File: config.mk
export PLATFORM = sky130hd
export DESIGN_NAME = wb_arbiter_flat
export DESIGN_NICKNAME = d
export VERILOG_FILES = /design/src/rtl/wb_arbiter_if.sv /design/src/rtl/wb_arbiter.sv /design/src/flat_wrapper.sv
export SDC_FILE = /design/constraint.sdc
export NUM_CORES = 1
export LEC_CHECK = 0
export CORE_ASPECT_RATIO = 1.5
export CORE_MARGIN = 3
export CORE_UTILIZATION = 35
export DETAILED_ROUTE_END_ITERATION = 6
export PLACE_DENSITY = 0.77
export SETUP_SLACK_MARGIN = 0.15
export SKIP_CTS_REPAIR_TIMING = 1
export SLEW_MARGIN = 20
export SYNTH_ARGS = -nofsm -noshare
export SYNTH_HDL_FRONTEND = slang
export SYNTH_SLANG_ARGS = --single-unit
File: constraint.sdc
create_clock -name clk -period 1.23 [get_ports clk]
set_input_delay 0.123 -clock clk [delete_from_list [all_inputs] [get_ports clk]]
set_output_delay 0.123 -clock clk [all_outputs]
set_load 0.01 [all_outputs]
File: src/rtl/wb_arbiter_if.sv
// wb_arbiter_if: writeback requests, register-file write port and hazard lookup of wb_arbiter
interface wb_arbiter_if #(parameter int DW = 16, parameter int AW = 4);
  logic          a_valid;
  logic [AW-1:0] a_dst;
  logic [DW-1:0] a_data;
  logic          a_r15_we;
  logic [DW-1:0] a_r15_data;
  logic          a_ready;
  logic          b_valid;
  logic [AW-1:0] b_dst;
  logic [DW-1:0] b_data;
  logic          b_ready;
  logic          stall;
  logic          wr;
  logic          wrR15;
  logic [AW-1:0] regDst;
  logic [DW-1:0] regDstData;
  logic [DW-1:0] regR15Data;
  logic [AW-1:0] rd_addr1;
  logic [AW-1:0] rd_addr2;
  logic          pend1;
  logic          pend2;
  modport slave (
    input  a_valid, a_dst, a_data, a_r15_we, a_r15_data, b_valid, b_dst, b_data, stall, rd_addr1, rd_addr2,
    output a_ready, b_ready, wr, wrR15, regDst, regDstData, regR15Data, pend1, pend2
  );
  modport master (
    output a_valid, a_dst, a_data, a_r15_we, a_r15_data, b_valid, b_dst, b_data, stall, rd_addr1, rd_addr2,
    input  a_ready, b_ready, wr, wrR15, regDst, regDstData, regR15Data, pend1, pend2
  );
endinterface

File: src/rtl/wb_arbiter.sv
// wb_arbiter: round-robin merge of ALU and memory writebacks into one register-file write port
module wb_arbiter #(parameter int DW = 16, parameter int AW = 4) (
  input logic         clk,
  input logic         rst,
  wb_arbiter_if.slave bus
);
  typedef enum logic {PRI_A, PRI_B} pri_t;
  localparam logic [AW-1:0] R15 = AW'(15);
  pri_t pri, priNext;
  logic grantA, grantB;
  always_comb begin
    grantA = 1'b0;
    grantB = 1'b0;
    if (rst && !bus.stall) begin
      grantA = bus.a_valid && (!bus.b_valid || pri == PRI_A);
      grantB = bus.b_valid && (!bus.a_valid || pri == PRI_B);
    end
    priNext = grantA ? PRI_B : grantB ? PRI_A : pri;
  end
  assign bus.a_ready = grantA;
  assign bus.b_ready = grantB;
  always_ff @(posedge clk or negedge rst)
    if (!rst) begin
      pri            <= PRI_A;
      bus.wr         <= 1'b0;
      bus.wrR15      <= 1'b0;
      bus.regDst     <= '0;
      bus.regDstData <= {DW{1'b0}};
      bus.regR15Data <= {DW{1'b0}};
    end else begin
      pri       <= priNext;
      bus.wr    <= grantA ? bus.a_dst != '0 : grantB && bus.b_dst != '0;
      // a destination of R15 already carries the result, so the upper write is dropped
      bus.wrR15 <= grantA && bus.a_r15_we && bus.a_dst != R15;
      if (grantA || grantB) begin
        bus.regDst     <= grantA ? bus.a_dst : bus.b_dst;
        bus.regDstData <= grantA ? bus.a_data : bus.b_data;
      end
      if (grantA) bus.regR15Data <= bus.a_r15_data;
    end
  assign bus.pend1 = (bus.wr && bus.regDst == bus.rd_addr1) || (bus.wrR15 && bus.rd_addr1 == R15);
  assign bus.pend2 = (bus.wr && bus.regDst == bus.rd_addr2) || (bus.wrR15 && bus.rd_addr2 == R15);
endmodule

File: src/flat_wrapper.sv
// flat-port wrapper written by rule: the top's interface ports become plain ports
module wb_arbiter_flat 
#(parameter int DW = 16, parameter int AW = 4)
  (clk, rst, bus_a_valid, bus_a_dst, bus_a_data, bus_a_r15_we, bus_a_r15_data, bus_b_valid, bus_b_dst, bus_b_data, bus_stall, bus_rd_addr1, bus_rd_addr2, bus_a_ready, bus_b_ready, bus_wr, bus_wrR15, bus_regDst, bus_regDstData, bus_regR15Data, bus_pend1, bus_pend2);
  wb_arbiter_if #(.DW(DW), .AW(AW)) bus_i ();
  input logic clk;
  input logic rst;
  input wire logic [$bits(bus_i.a_valid)-1:0] bus_a_valid;
  input wire logic [$bits(bus_i.a_dst)-1:0] bus_a_dst;
  input wire logic [$bits(bus_i.a_data)-1:0] bus_a_data;
  input wire logic [$bits(bus_i.a_r15_we)-1:0] bus_a_r15_we;
  input wire logic [$bits(bus_i.a_r15_data)-1:0] bus_a_r15_data;
  input wire logic [$bits(bus_i.b_valid)-1:0] bus_b_valid;
  input wire logic [$bits(bus_i.b_dst)-1:0] bus_b_dst;
  input wire logic [$bits(bus_i.b_data)-1:0] bus_b_data;
  input wire logic [$bits(bus_i.stall)-1:0] bus_stall;
  input wire logic [$bits(bus_i.rd_addr1)-1:0] bus_rd_addr1;
  input wire logic [$bits(bus_i.rd_addr2)-1:0] bus_rd_addr2;
  output wire logic [$bits(bus_i.a_ready)-1:0] bus_a_ready;
  output wire logic [$bits(bus_i.b_ready)-1:0] bus_b_ready;
  output wire logic [$bits(bus_i.wr)-1:0] bus_wr;
  output wire logic [$bits(bus_i.wrR15)-1:0] bus_wrR15;
  output wire logic [$bits(bus_i.regDst)-1:0] bus_regDst;
  output wire logic [$bits(bus_i.regDstData)-1:0] bus_regDstData;
  output wire logic [$bits(bus_i.regR15Data)-1:0] bus_regR15Data;
  output wire logic [$bits(bus_i.pend1)-1:0] bus_pend1;
  output wire logic [$bits(bus_i.pend2)-1:0] bus_pend2;
  assign bus_i.a_valid = bus_a_valid;
  assign bus_i.a_dst = bus_a_dst;
  assign bus_i.a_data = bus_a_data;
  assign bus_i.a_r15_we = bus_a_r15_we;
  assign bus_i.a_r15_data = bus_a_r15_data;
  assign bus_i.b_valid = bus_b_valid;
  assign bus_i.b_dst = bus_b_dst;
  assign bus_i.b_data = bus_b_data;
  assign bus_i.stall = bus_stall;
  assign bus_i.rd_addr1 = bus_rd_addr1;
  assign bus_i.rd_addr2 = bus_rd_addr2;
  assign bus_a_ready = bus_i.a_ready;
  assign bus_b_ready = bus_i.b_ready;
  assign bus_wr = bus_i.wr;
  assign bus_wrR15 = bus_i.wrR15;
  assign bus_regDst = bus_i.regDst;
  assign bus_regDstData = bus_i.regDstData;
  assign bus_regR15Data = bus_i.regR15Data;
  assign bus_pend1 = bus_i.pend1;
  assign bus_pend2 = bus_i.pend2;
  wb_arbiter #(.DW(DW), .AW(AW)) u_core (.clk(clk), .rst(rst), .bus(bus_i));
endmodule
==> results of run 1 <==
## state kept, by name, indices dropped and copies added, names as in the netlist
name,count
u_core.bus.regDst,4
u_core.bus.regR15Data,16
u_core.bus.wr,1
u_core.pri,1
u_core.bus.wrR15,1
u_core.bus.regDstData,16
## routing by layer
metal	vias up	GRT usage [%]
met5	-	0
met4	0	5.78
met3	10	7.59
met2	86	32.4
met1	980	21.9
li1	953	-
## layout make-up
| type | count | area share [%] |
|---|---|---|
| sequential | 39 | 26.0 |
| multi-input combinational | 108 | 27.2 |
| tap | 68 | 2.26 |
| antenna | 1 | 0.0664 |
| clock inverter | 1 | 0.133 |
| clock buffer | 7 | 2.03 |
| timing repair buffer | 144 | 40.0 |
| inverter | 22 | 2.39 |
## critical path, cell delays in order (launching register included)
cell	delay, ns
dfrtp_1	0.42
buf_6	0.14
xnor2_2	0.11
nand3_1	0.08
o21ai_1	0.11
buf_2	0.14
## report_power, final
group / internal [W] / switching, W
logic: 0.00114 / 0.000709
registers: 0.00156 / 0.000177
clock network: 0.000398 / 0.000440
## cell families after synthesis
kind of cell / Yosys count / share of synthesized area (%)
multiplexers: 16 / 10.4
flip-flops: 39 / 49.4
XOR/XNOR: 8 / 3.54
AO/OA/AOI/OAI: 62 / 22.5
buffers and inverters: 36 / 7.72
AND/OR/NAND/NOR: 22 / 6.46
## final timing paths
path                                                  to  slack [ns]  cells after the start                      from
worst max-delay path                           bus_pend1       -0.18                      5      u_core.bus.regDst[0]
worst min-delay path            u_core.bus.regDstData[2]        0.01                      3                       rst
worst max register to register  u_core.bus.regR15Data[8]       -0.09                      5                u_core.pri
worst min register to register  u_core.bus.regDstData[9]        0.51                      2  u_core.bus.regDstData[9]
max in group asynchronous           u_core.bus.regDst[3]        0.81                      3                       rst
min in group clk                           u_core.bus.wr        0.37                      4               bus_b_valid
## layout by cell type (no fill, tap or decap), types with 3 or more instances in the layout
| cell type | instances |
|---|---|
| buf_6 | 11 |
| nand3_1 | 4 |
| mux2_4 | 16 |
| o2111ai_2 | 4 |
| buf_4 | 21 |
| dfrtp_1 | 37 |
| clkdlybuf4s50_1 | 65 |
| buf_2 | 3 |
| xnor2_2 | 3 |
| xnor2_1 | 5 |
| o2111ai_1 | 14 |
| o21ai_1 | 10 |
| inv_1 | 19 |
| dlymetal6s2s_1 | 38 |
| o211ai_1 | 18 |
| clkbuf_8 | 5 |
| o21ai_0 | 10 |
## metrics by stage
stage / hold WS, ns / setup slack (ns) / area, sq um
6_report: 0.0144 / -0.181 / 3770
5_1_grt: 0.0602 / -0.229 / 3770
4_1_cts: 0.00666 / -0.587 / 3380
3_5_place_dp: 0.330 / -0.480 / 3300
3_3_place_gp: 0.319 / -0.481 / 3300
2_1_floorplan: -0.173 / 0.00605 / 1990
==> summary.txt, run 1 <==
Post-layout worst setup margin: -0.181 ns
Yosys warns: 0
GP Congestion: 0.875
Routed length on met1: 2470 um
ANT nets after route: 0
Synthesized net count: 253
Final Critical Period: 1.41 ns
Largest net degree at the start of global routing: 40
First-pass GRT wire length: 9680 um
Post-synth top cells: dfrtp_1, inv_1, o21ai_0
Met3 Routed Length: 535 um
Class of the worst hold path: in -> async
Power Density: 1180 nW/um^2
Ys async rst share: 100%
Total track usage: 19.2%
CTS sink cnt: 39
Top cells by area, synth: dfrtp_1, o2111ai_1, o211ai_1, mux2_4, mux2_2
Yosys cell types: 30
Synthesized area per cell: 10.8 sq um
Layout cells sized above 1: 27.1%
Final hold viol count: 0
Worst VDD drop: 0.995 mV
Die W: 67.4 um
Flops & latches, synth: 39
Critical path capture point type: primary output
Most common cell in the netlist: dfrtp_1
Clk_skew: 0.0110 ns
Multi-input logic area: 1020 sq um
Post-DP HPWL: 4850 um
Die area: 6600 sq um
DR WL/cell: 17.5 um
DRC viols: 0
Fin nets: 390
Max-cap viol count: 0
Dpl cells: 373
Fill count: 409
Initial Util: 37.4%
Vias in the first global route: 2020
CORE AREA: 5290 sq um
Sequential-to-total area share from yosys stat: 49.4%
Total power: 0.00443 W
Worst skew pair latency: 0.29 ns
Area delta synth->final: 90.6%
Post-Syn Instances: 183
Register Area: 978 sq um
Routed Wire Length: 6840 um
Pleak: 1.97 nW
Failing checks: negative setup slack
H-tree depth: 2
Num CTS Buffers: 5
Row count: 32
RSZ-0062 raised after global routing: yes
Iteration count of the initial detailed-routing pass: 4
Wire length on met2: 3720 um
Via Count: 2029
Worst EP required: 1.11 ns
Number of antenna violations at the first check in global routing: 1
Clock tree buffer depth: 2
Post-layout util: 71.3%
IO Count: 112
Setup_tns: -1.52 ns
Syn Std Cell Area: 1980 sq um
Die Ht: 98.0 um
Worst EP arrival: 1.29 ns
Synth area leader: dfrtp_1
Most used DFF post-synth: dfrtp_1
Setup-failing EPs final: 20
Crit path max fanout: 3
Tcrit/Tclk final: 115%
Final cell count without fillers: 390
Clk pin slew, worst setup/hold paths: 0.08 ns
GR Overflow Total: 0
Top-area cell type share of the netlist area: 49.4%
IO buf count: 111
Worst setup path class: reg -> out
Post-synth EDFFs: 0
Slew @ Worst Pin: 0.512 ns
CTS tree: yes
CP startpoint kind: flop
Headroom to the max-slew limit: 65.9%
Slew Viols, Final: 0
Clk root buf: clkbuf_8
Fmax: 0.709 GHz
Vias/cell: 5.20
Status: finished, violations left
Initial DRC Count: 73
DR top layer: met4
Power figures use the tool's default switching activity.
==> inputs of run 2 (changes only) <==
--- a/config.mk
+++ b/config.mk
@@ -9,6 +9,7 @@
 export CORE_MARGIN = 3
 export CORE_UTILIZATION = 35
 export DETAILED_ROUTE_END_ITERATION = 6
+export GPL_TIMING_DRIVEN = 0
 export PLACE_DENSITY = 0.77
 export SETUP_SLACK_MARGIN = 0.15
 export SKIP_CTS_REPAIR_TIMING = 1
==> run 2 against run 1 <==
The flow still finishes with violations (negative setup slack). Non-clock buffer count is the same. Sequential power is essentially flat. Die area is the same. Flip-flop and latch count is the same. Via count grew 0.25%. Worst setup slack lost 0.0016 ns. Register-to-register slack lost 0.08 ns. Clock skew shrank 0.0063 ns. Power shrank 1.9%. Maximum frequency shrank 0.11%. Cell area grew 0.40%. Cell count shrank 0.26%. Critical path type unchanged.
==> summary.txt, run 2 (same netlist as run 1, synthesis figures left out) <==
Net Sw Frac: 30.3%
Total track usage: 18.7%
Multi-input logic area: 981 sq um
Layout cells sized above 1: 24.9%
Routed Wire Length: 6760 um
DRC viols: 0
Setup-failing EPs final: 20
Die area: 6600 sq um
Crit path max fanout: 8
Fmax: 0.708 GHz
Slowest CP cell: dfrtp_1
Largest net degree at the start of global routing: 33
Clk_skew: 0.00462 ns
Post-layout worst setup margin: -0.183 ns
Post-DP HPWL: 4560 um
Die W: 67.4 um
NetSw: 0.00132 W
Class of the worst hold path: in -> async
Worst setup path class: reg -> out
Clock tree buffer depth: 2
Power Density: 1150 nW/um^2
Critical path capture point type: primary output
Most frequent cells in the layout: clkdlybuf4s50_1, dlymetal6s2s_1, dfrtp_1
Num CTS Buffers: 5
Tcrit/Tclk final: 115%
DR WL/cell: 17.4 um
Pleak: 1.99 nW
Final Critical Period: 1.41 ns
Slew @ Worst Pin: 0.704 ns
Register Area: 980 sq um
GR Overflow Total: 0
Worst skew pair latency: 0.29 ns
First-pass GRT wire length: 9430 um
Hold slack: 0.340 ns
Via Count: 2034
Vias/cell: 5.23
Sequential share of power: 40.1%
Pint: 0.00303 W
Clk pwr share: 19.3%
Max-cap viol count: 0
CTS tree: yes
Largest regs: u_core.bus.regDstData (16), u_core.bus.regR15Data (16), u_core.bus.regDst (4)
IO Count: 112
RSZ-0062 raised after global routing: yes
Most common cell after layout, fill and taps aside: clkdlybuf4s50_1
Dpl cells: 363
Clk pin slew, worst setup/hold paths: 0.08 ns
ANT nets after route: 0
Number of antenna violations at the first check in global routing: 0
Worst path cell trace: nand2_2 -> nand3_4 -> inv_8 -> buf_12 -> buf_6
Status: finished, violations left
Clk root buf: clkbuf_8
Worst VDD drop: 0.908 mV
Fill count: 403
Area delta synth->final: 91.4%
Fin nets: 390
Worst EP required: 1.11 ns
H-tree depth: 2
Final cell count without fillers: 389
Antenna Cells: 0
Vias in the first global route: 2070
Gate power share: 40.6%
Row count: 32
Iteration count of the initial detailed-routing pass: 4
Post-layout util: 71.6%
CORE AREA: 5290 sq um
Total power: 0.00435 W
Max incr delay on CP: 0.41 ns
Final hold viol count: 0
Failing checks: negative setup slack
IO buf count: 111
Die Ht: 98.0 um
Slew Viols, Final: 0
Initial Util: 37.4%
GP Congestion: 0.839
Initial DRC Count: 111
Headroom to the max-slew limit: 52.9%
CP startpoint kind: flop
Worst EP arrival: 1.29 ns
CTS sink cnt: 39
[run 2: power groups by stage]
stage	Sequential, W	Clock (W)	Combinational, W
2_1_floorplan	0.00187	0	0.000522
3_3_place_gp	0.00175	0	0.00158
3_5_place_dp	0.00176	0	0.00161
4_1_cts	0.00174	0.000870	0.00162
5_1_grt	0.00178	0.000915	0.00188
6_report	0.00174	0.000838	0.00176
[run 2: area by class of cell]
type	count	area share [%]
Sequential cell	39	25.9
Multi-Input combinational cell	108	25.9
Inverter	22	2.38
Clock buffer	5	1.82
Timing Repair Buffer	130	38.1
Buffer	14	3.27
Clock inverter	3	0.397
Tap cell	68	2.25
[run 2: worst max-delay path: cells and delay by family, from the launching register on]
kind | cells | cell delay, ns
buffers and inverters | 3 | 0.33
flip-flops | 1 | 0.41
AND/OR/NAND/NOR | 2 | 0.25
[run 2: metal layers]
metal  global-route usage (%)  vias to the layer above  routed length, um
li1                         -                      956                  -
met1                     21.3                      983               2490
met2                     31.6                       87               3560
met3                     7.13                        8                629
met4                     5.94                        0                 87
met5                        0                        -                  0
[run 2: worst paths after layout]
kind | from | endpoint | slack [ns] | cells after the start
worst min-delay path | rst | u_core.bus.regR15Data[9] | 0.34 | 2
min in group clk | bus_b_valid | u_core.bus.regDst[2] | 0.36 | 3
worst min register to register | u_core.bus.regR15Data[11] | u_core.bus.regR15Data[11] | 0.51 | 1
worst max register to register | u_core.pri | u_core.bus.regR15Data[11] | -0.17 | 6
max in group asynchronous | rst | u_core.bus.regDst[2] | 0.24 | 3
worst max-delay path | u_core.pri | bus_a_ready | -0.18 | 5
[run 2: through the flow]
stage	worst slack, ns	setup TNS (ns)	instance area (sq um)
6_report	-0.183	-2.52	3780
2_1_floorplan	0.00605	0	1990
3_5_place_dp	-0.943	-22.67	3200
5_1_grt	-0.231	-3.48	3780
3_3_place_gp	-2.45	-123.34	3190
4_1_cts	-0.941	-14.61	3290
